==> src/rtl/ingreso_codigo.sv <==
// Keypad code-entry lock: debounced key capture, 4-digit BCD buffer,
// code check with timed open/error/lockout indications.
module ingreso_codigo #(
  parameter int unsigned DEBOUNCE    = 3,
  parameter logic [15:0] CODE        = 16'h1234,
  parameter int unsigned OPEN_CYCLES = 500,
  parameter int unsigned ERR_CYCLES  = 100,
  parameter int unsigned LOCK_CYCLES = 3000,
  parameter int unsigned MAX_FAILS   = 3
) (
  input  logic        clk,
  input  logic        rst,
  input  logic [4:0]  tecla,
  output logic [15:0] buffer,
  output logic [2:0]  n_digitos,
  output logic        tecla_valida,
  output logic        abierto,
  output logic        error,
  output logic        bloqueado
);

  localparam logic [2:0] S_ENTRY  = 3'd0;
  localparam logic [2:0] S_CHECK  = 3'd1;
  localparam logic [2:0] S_OK     = 3'd2;
  localparam logic [2:0] S_FAIL   = 3'd3;
  localparam logic [2:0] S_LOCKED = 3'd4;

  localparam logic [3:0]  DB     = 4'(DEBOUNCE);
  localparam logic [2:0]  MF     = 3'(MAX_FAILS);
  localparam logic [15:0] T_OPEN = 16'(OPEN_CYCLES);
  localparam logic [15:0] T_ERR  = 16'(ERR_CYCLES);
  localparam logic [15:0] T_LOCK = 16'(LOCK_CYCLES);

  logic        pressed_q, pressed_d;
  logic [3:0]  cnt_q, cnt_d;
  logic [4:0]  last_q, last_d;
  logic        accept;
  logic [2:0]  state_q, state_d;
  logic [15:0] timer_q, timer_d;
  logic [2:0]  fails_q, fails_d;
  logic [15:0] buffer_q, buffer_d;
  logic [2:0]  n_q, n_d;
  logic        valid_q, abierto_q, error_q, bloq_q;

  // tecla[4] set means no key is down
  always_comb begin
    pressed_d = pressed_q;
    cnt_d     = cnt_q;
    last_d    = tecla;
    accept    = 1'b0;
    if (!pressed_q) begin
      if (!tecla[4]) begin
        if (cnt_q != 4'd0 && tecla == last_q)
          cnt_d = 4'(cnt_q + 4'd1);
        else
          cnt_d = 4'd1;
        if (cnt_d == DB) begin
          accept    = 1'b1;
          pressed_d = 1'b1;
          cnt_d     = 4'd0;
        end
      end else begin
        cnt_d = 4'd0;
      end
    end else begin
      if (tecla[4]) begin
        cnt_d = 4'(cnt_q + 4'd1);
        if (cnt_d == DB) begin
          pressed_d = 1'b0;
          cnt_d     = 4'd0;
        end
      end else begin
        cnt_d = 4'd0;
      end
    end
  end

  always_comb begin
    state_d  = state_q;
    timer_d  = timer_q;
    fails_d  = fails_q;
    buffer_d = buffer_q;
    n_d      = n_q;
    unique case (state_q)
      S_ENTRY: begin
        if (accept) begin
          if (tecla < 5'd10) begin
            if (n_q < 3'd4) begin
              buffer_d = {buffer_q[11:0], tecla[3:0]};
              n_d      = 3'(n_q + 3'd1);
            end
          end else if (tecla == 5'd15) begin
            buffer_d = 16'h0;
            n_d      = 3'd0;
          end else if (tecla == 5'd14) begin
            state_d = S_CHECK;
          end
        end
      end
      S_CHECK: begin
        if (n_q == 3'd4 && buffer_q == CODE) begin
          fails_d = 3'd0;
          state_d = S_OK;
          timer_d = T_OPEN;
        end else begin
          fails_d = 3'(fails_q + 3'd1);
          if (fails_d == MF) begin
            state_d = S_LOCKED;
            timer_d = T_LOCK;
          end else begin
            state_d = S_FAIL;
            timer_d = T_ERR;
          end
        end
      end
      S_OK, S_FAIL, S_LOCKED: begin
        if (timer_q <= 16'd1) begin
          state_d  = S_ENTRY;
          timer_d  = 16'd0;
          buffer_d = 16'h0;
          n_d      = 3'd0;
          if (state_q == S_LOCKED) fails_d = 3'd0;
        end else begin
          timer_d = timer_q - 16'd1;
        end
      end
      default: begin
        state_d = S_ENTRY;
        timer_d = 16'd0;
      end
    endcase
  end

  always_ff @(posedge clk or posedge rst) begin
    if (rst) begin
      pressed_q <= 1'b0;
      cnt_q     <= 4'd0;
      last_q    <= 5'd0;
      state_q   <= S_ENTRY;
      timer_q   <= 16'd0;
      fails_q   <= 3'd0;
      buffer_q  <= 16'h0;
      n_q       <= 3'd0;
      valid_q   <= 1'b0;
      abierto_q <= 1'b0;
      error_q   <= 1'b0;
      bloq_q    <= 1'b0;
    end else begin
      pressed_q <= pressed_d;
      cnt_q     <= cnt_d;
      last_q    <= last_d;
      state_q   <= state_d;
      timer_q   <= timer_d;
      fails_q   <= fails_d;
      buffer_q  <= buffer_d;
      n_q       <= n_d;
      valid_q   <= accept;
      abierto_q <= (state_d == S_OK);
      error_q   <= (state_d == S_FAIL);
      bloq_q    <= (state_d == S_LOCKED);
    end
  end

  assign buffer       = buffer_q;
  assign n_digitos    = n_q;
  assign tecla_valida = valid_q;
  assign abierto      = abierto_q;
  assign error        = error_q;
  assign bloqueado    = bloq_q;

endmodule
==> config.mk <==
export PLATFORM = sky130hd
export DESIGN_NAME = ingreso_codigo
export DESIGN_NICKNAME = d
export VERILOG_FILES = /design/src/rtl/ingreso_codigo.sv
export SDC_FILE = /design/constraint.sdc
export NUM_CORES = 1
export LEC_CHECK = 0
export BUFFER_PORTS_ARGS = -buffer_cell sky130_fd_sc_hd__buf_2
export CAP_MARGIN = 20
export CORE_UTILIZATION = 50
export CTS_CLUSTER_DIAMETER = 50
export CTS_CLUSTER_SIZE = 25
export DETAILED_ROUTE_END_ITERATION = 7
export PLACE_DENSITY = 0.75
export SLEW_MARGIN = 20
export SYNTH_ARGS = -nofsm -noshare
export SYNTH_HDL_FRONTEND = slang
export SYNTH_SLANG_ARGS = --single-unit
export TNS_END_PERCENT = 100
==> constraint.sdc <==
create_clock -name clk -period 2.6 [get_ports clk]
set_input_delay 0.26 -clock clk [delete_from_list [all_inputs] [get_ports clk]]
set_output_delay 0.26 -clock clk [all_outputs]
set_load 0.01 [all_outputs]
# Word level (Yosys, flattened, before mapping)
# Cells that the tools add are included.
[op_classes]
n_reduce_logical = 9
addsub = 4
muxes = 42
order_cmp = 3
n_eq_ne = 20
[ops]
columns = ["op", "count"]
rows = [
  ["two-way mux 16 bit", 6],
  ["one-hot mux 16 bit (3 select lines)", 1],
  ["two-way mux 3 bit", 15],
  ["two-way mux 4 bit", 8],
  ["one-hot mux 16 bit (2 select lines)", 1],
  ["two-way mux 12 bit", 2],
  ["== test 16 x 13 -> 1 bit, second input constant", 1],
  ["less-or-equal comparator 16 x 1 -> 1 bit, second input constant", 1],
  ["subtractor 16 x 1 -> 16 bit, second input constant", 1],
  ["== test 3 x 2 -> 1 bit, second input constant", 5],
  ["one-hot mux 3 bit (2 select lines)", 2],
  ["== test 5 x 4 -> 1 bit, second input constant", 2],
  ["== test 3 bit, second input constant", 3],
  ["one-hot mux 3 bit (3 select lines)", 1],
  ["== test 4 x 2 -> 1 bit, second input constant", 2],
  ["adder 3 x 1 -> 3 bit, second input constant", 2],
  ["two-way mux 1 bit", 6],
  ["!= test 2 bit, second input constant", 3],
  ["!= test 3 bit, second input constant", 2],
  ["== test 5 bit", 1],
  ["< comparator 5 x 4 -> 1 bit, second input constant", 1],
  ["AND reduction 5 bit", 1],
  ["adder 4 x 1 -> 4 bit, second input constant", 1],
  ["nonzero test 2 bit", 2],
  ["other kinds (7)", 8],
]
[word_totals]
in_bits = 7
reg_bits = 55
out_inout_bits = 23

# Depth between registers and ports, before layout
[logic_depth]
depth_word = 12
depth_mapped = 8

# Worst setup path before layout
# OpenSTA, ideal clock, no wires.
[synth_timing]
path_kind = "register to register"
startpoint = "register cnt_q[0]"
endpoint = "register buffer_q[0] (netlist: buffer[0])"
setup_time_ps = 123
synth_period_minus_slack_ps = 1906
setup_slack_ps = 694
stages_incl_launch_ff = 9
arrival_ps = 1784
path_cell_list = "dfrtp_1 ha_1 xnor2_1 nand3_1 nor4_2 nand3_2 buf_6 buf_12 mux2i_1"
[synth_between]
elab_chain_len = 11
elab_cells_between_ends = 12
[synth_lines]
columns = ["element", "line", "source"]
rows = [
  ["from (decl)", "35", "logic [3:0] cnt_q, cnt_d;"],
  ["from (signal assigned)", "150", "cnt_q <= cnt_d;"],
  ["parallel branches: the longest is 2 deep, another holds adder 4 x 1 -> 4 bit", "-", ""],
  ["two-way mux 4 bit *", "53", "if (cnt_q != 4'd0 && tecla == last_q)"],
  ["two-way mux 4 bit *", "52", "if (!tecla[4]) begin"],
  ["two-way mux 4 bit *", "51", "if (!pressed_q) begin"],
  ["== test 4 x 2 -> 1 bit *", "57", "if (cnt_d == DB) begin"],
  ["two-way mux 1 bit *", "57", ""],
  ["two-way mux 1 bit *", "52", ""],
  ["two-way mux 1 bit *", "51", ""],
  ["!= test 2 bit (no source line) *", "-", ""],
  ["AND reduction 5 bit (no source line) *", "-", ""],
  ["to (signal assigned)", "155", "buffer_q <= buffer_d;"],
  ["to (decl)", "41", "logic [15:0] buffer_q, buffer_d;"],
]
# Mark *: on every way between the ends. The select of a mux whose other input is x is not followed.
# A chain may end at the register's enable or synchronous reset.

# Final worst setup path
[layout_timing]
startpoint = "register timer_q[4]"
endpoint = "register timer_q[4]"
[layout_between]
elab_chain_len = 3
elab_cells_between_ends = 4
[layout_lines]
columns = ["element", "line", "source"]
rows = [
  ["from (decl)", "39", "logic [15:0] timer_q, timer_d;"],
  ["from (signal assigned)", "153", "timer_q <= timer_d;"],
  ["subtractor 16 x 1 -> 16 bit or less-or-equal comparator 16 x 1 -> 1 bit (tied branches)", "124, 117", ""],
  ["two-way mux 16 bit *", "117", "if (timer_q <= 16'd1) begin"],
  ["one-hot mux 16 bit (3 select lines) *", "84", "unique case (state_q)"],
]
# Mark *: on every way between the ends. The rest lies on a longest branch, timed or not.

==> impl_results.md <==
- Initial core utilization: 0.530
- CP Launch Type: register
- DR vias: 2323
- Worst-Skew Late Latency: 0.31 ns
- Drt first pass iters: 4
- Post-CTS Setup Bufs: 0
- # fillers: 480
- Power share of the clock group: 0.204
- Post-synth cell types: 59
- Nets: 351
- WL per Instance: 14.8 um
- Placed insts: 400
- Largest net degree at the start of global routing: 38
- Post-CTS Resized: 0
- Routability cong.: 0.805
- Fmax: 453 MHz
- Sequential share of power: 0.418
- Slew Viols, Final: 0
- Multi-input gate area: 0.00147 mm^2
- Critical Path Max Stage Delay: 0.48 ns
- DRC viols: 0
- Post-Syn Area per Cell: 9.87 um^2
- WS Path Type: reg -> reg
- Core outline area: 0.00564 mm^2
- Die H: 79.4 um
- CP arrival: 2.42 ns
- Number of diodes: 0
- Combinational Power Share: 0.379
- Routed Antenna Nets: 0
- CTS buffer count: 5
- Clock sinks: 55
- Initial antenna violation count: 0
- Crit path cell chain: nor4_1 > nand4b_1 > o21ai_2 > o21ai_0 > a211o_1
- Slowest stage cell, crit path: dfrtp_1
- Clock skew: 0.00708 ns
- Most frequent cells in the layout: nand2_1, dfrtp_1, buf_2, mux2i_1, o21ai_0
- CTS tree: yes
- Max-Cap Viols: 0
- Clock root buffer: clkbuf_8
- Worst slew pin tran: 0.749 ns
- Dominant cells by area after synthesis: dfrtp_1, nand2_1, mux2i_1
- Slew HR: 0.500
- Crit-path max FO: 14
- Worst r2r src: timer_q[4]$_DFFE_PP0N_
- Port Buffers: 29
- Area of the die: 0.00630 mm^2
- Total area of sequential cells: 0.00138 mm^2
- Synth top area share: 0.460
- Mapped Nets: 319
- Count of mapped cells out of synthesis: 303
- Worst hold path class: in -> async
- Min cycle time layout: 2.21 ns
- Status: completed
- PwrDens: 991 mW/mm^2
- Crit path required time: 2.81 ns
- Final period utilization: 0.850
- Register area share after synthesis: 0.460
- RR Endpoint: timer_q[4]$_DFFE_PP0N_
- Cell Int Power: 2000 uW
- Cts hold-fix bufs: 0
- Leakage: 0.00171 uW
- Final Setup Violations: 0
- RSZ-0062 raised after global routing: false
- Seq cells post-synth: 55
- Clock transition at path regs: 0.10 ns
- Sw frac: 0.389
- Total grt overflow: 0
- Setup TNS: 0 ns
- Synth warn: 0
- # H-tree levels: 2
- WL final: 6040 um
- Vias per cell: 5.69
- Vias in the first global route: 2232
- I/O pins: 30
- CTS Buffer Depth: 2
- First-pass GRT wire length: 10600 um
- Num rows: 27
- Die X: 79.4 um
- Layout cells sized above 1: 0.173
- GRT Util Overall: 0.216
- Area added between synthesis and finish: 10.5%
- DRT iter0 DRCs: 170
- Area leader, netlist: dfrtp_1
- Fin area: 0.00330 mm^2
- Worst Reg-to-Reg Cells: 5
- Post-Synthesis Cell Area: 0.00299 mm^2
- Crit path capture type: register
- DP Area: 0.00317 mm^2
- Detailed Place HPWL: 4260 um
- Fin cells: 408
- VDD IR max: 0.000440 V
- R2R setup slack: 0.39 ns
- Net Sw Power: 1270 uW
- Hold Fails Final Rpt: 0
[how the worst max path moves through the flow]
stage,startpoint,endpoint,cells after the start,slack [ns]
finish,timer_q[4]$_DFFE_PP0N_,timer_q[4]$_DFFE_PP0N_,5,0.39
global route,timer_q[4]$_DFFE_PP0N_,timer_q[4]$_DFFE_PP0N_,5,0.21
CTS,timer_q[4]$_DFFE_PP0N_,buffer[14]$_DFFE_PP0P_,5,0.40
detailed placement,timer_q[4]$_DFFE_PP0N_,buffer[14]$_DFFE_PP0P_,5,0.41
global placement,timer_q[4]$_DFFE_PP0N_,buffer[0]$_DFFE_PP0P_,5,0.46
floorplan,cnt_q[0]$_DFF_PP0_,buffer[0]$_DFFE_PP0P_,8,0.69
[worst max-delay path: cells and delay by family (launching register included)]
kind | cells | cell delay [ns]
compound gates | 3 | 0.95
simple gates | 2 | 0.67
flops | 1 | 0.48
[cell families after synthesis]
family | Yosys count | synth area share
mux | 19 | 0.0636
fa+ha+maj | 9 | 0.0376
simple gates | 131 | 0.233
compound gates | 61 | 0.139
flops | 55 | 0.460
xor+xnor | 6 | 0.0176
buf+inv | 22 | 0.0485
[cell usage after synthesis, drive strengths merged]
cell     instances
dfrtp           55
nand2           55
mux2i           19
o21ai           19
nor2            16
inv             12
a21oi           11
nor3            10
ha               9
nand3            9
and2             8
buf              7
nor4             7
a211o            6
o21a             5
xor2             5
or3              4
and3             3
clkbuf           3
o22ai            3
or2              3
or4              3
a211oi           2
a21o             2
a31oi            2
nand2b           2
nand4            2
nor3b            2
nor4b            2
o31a             2
o41ai            2
a21boi           1
a221o            1
a22oi            1
a32o             1
and3b            1
and4b            1
nand4b           1
nor2b            1
o2bb2ai          1
o31ai            1
o32ai            1
or4b             1
xnor2            1
[sequential cells by signal, indices dropped and copies added (netlist names), 3 cells and up]
| register | cells |
|---|---|
| n_digitos | 3 |
| last_q | 5 |
| cnt_q | 4 |
| buffer | 16 |
| timer_q | 16 |
| fails_q | 3 |
| state_q | 3 |
[metal layers]
layer | vias to the layer above | wire, um | global-route usage | part of all wire
li1 | 1138 | - | - | -
met1 | 1135 | 2930 | 0.301 | 0.49
met2 | 40 | 2830 | 0.341 | 0.47
met3 | 10 | 183 | 0.0448 | 0.030
met4 | 0 | 87 | 0.0545 | 0.014
met5 | - | 0 | 0 | 0
[layout make-up]
| cell class | instances | area share |
|---|---|---|
| flip-flops and latches | 55 | 0.417 |
| well taps | 72 | 0.0273 |
| inverters | 12 | 0.0136 |
| multi-input cells | 226 | 0.445 |
| repair buffers | 35 | 0.0576 |
| clock buffers | 6 | 0.0220 |
| clock inverters | 2 | 0.0182 |
[per-stage QoR]
| step | utilization | total power, uW | setup slack (ns) | hold WS [ns] |
|---|---|---|---|---|
| after floorplan | - | 2230 | 0.694 | 0.291 |
| after global placement | 0.562 | 2570 | 0.457 | 0.440 |
| after detailed placement | 0.562 | 2610 | 0.409 | 0.442 |
| after CTS | 0.586 | 3290 | 0.400 | 0.104 |
| after global routing | 0.586 | 3520 | 0.209 | 0.107 |
| final | 0.586 | 3270 | 0.391 | 0.0688 |
[power by group through the flow]
| stage | sequential (uW) | combinational, uW | clock (uW) |
|---|---|---|---|
| floorplan | 1370 | 866 | 0 |
| global placement | 1360 | 1210 | 0 |
| detailed placement | 1370 | 1240 | 0 |
| CTS | 1360 | 1250 | 681 |
| global route | 1410 | 1400 | 712 |
| finish | 1370 | 1240 | 666 |
(Power assumes the default switching activity.)
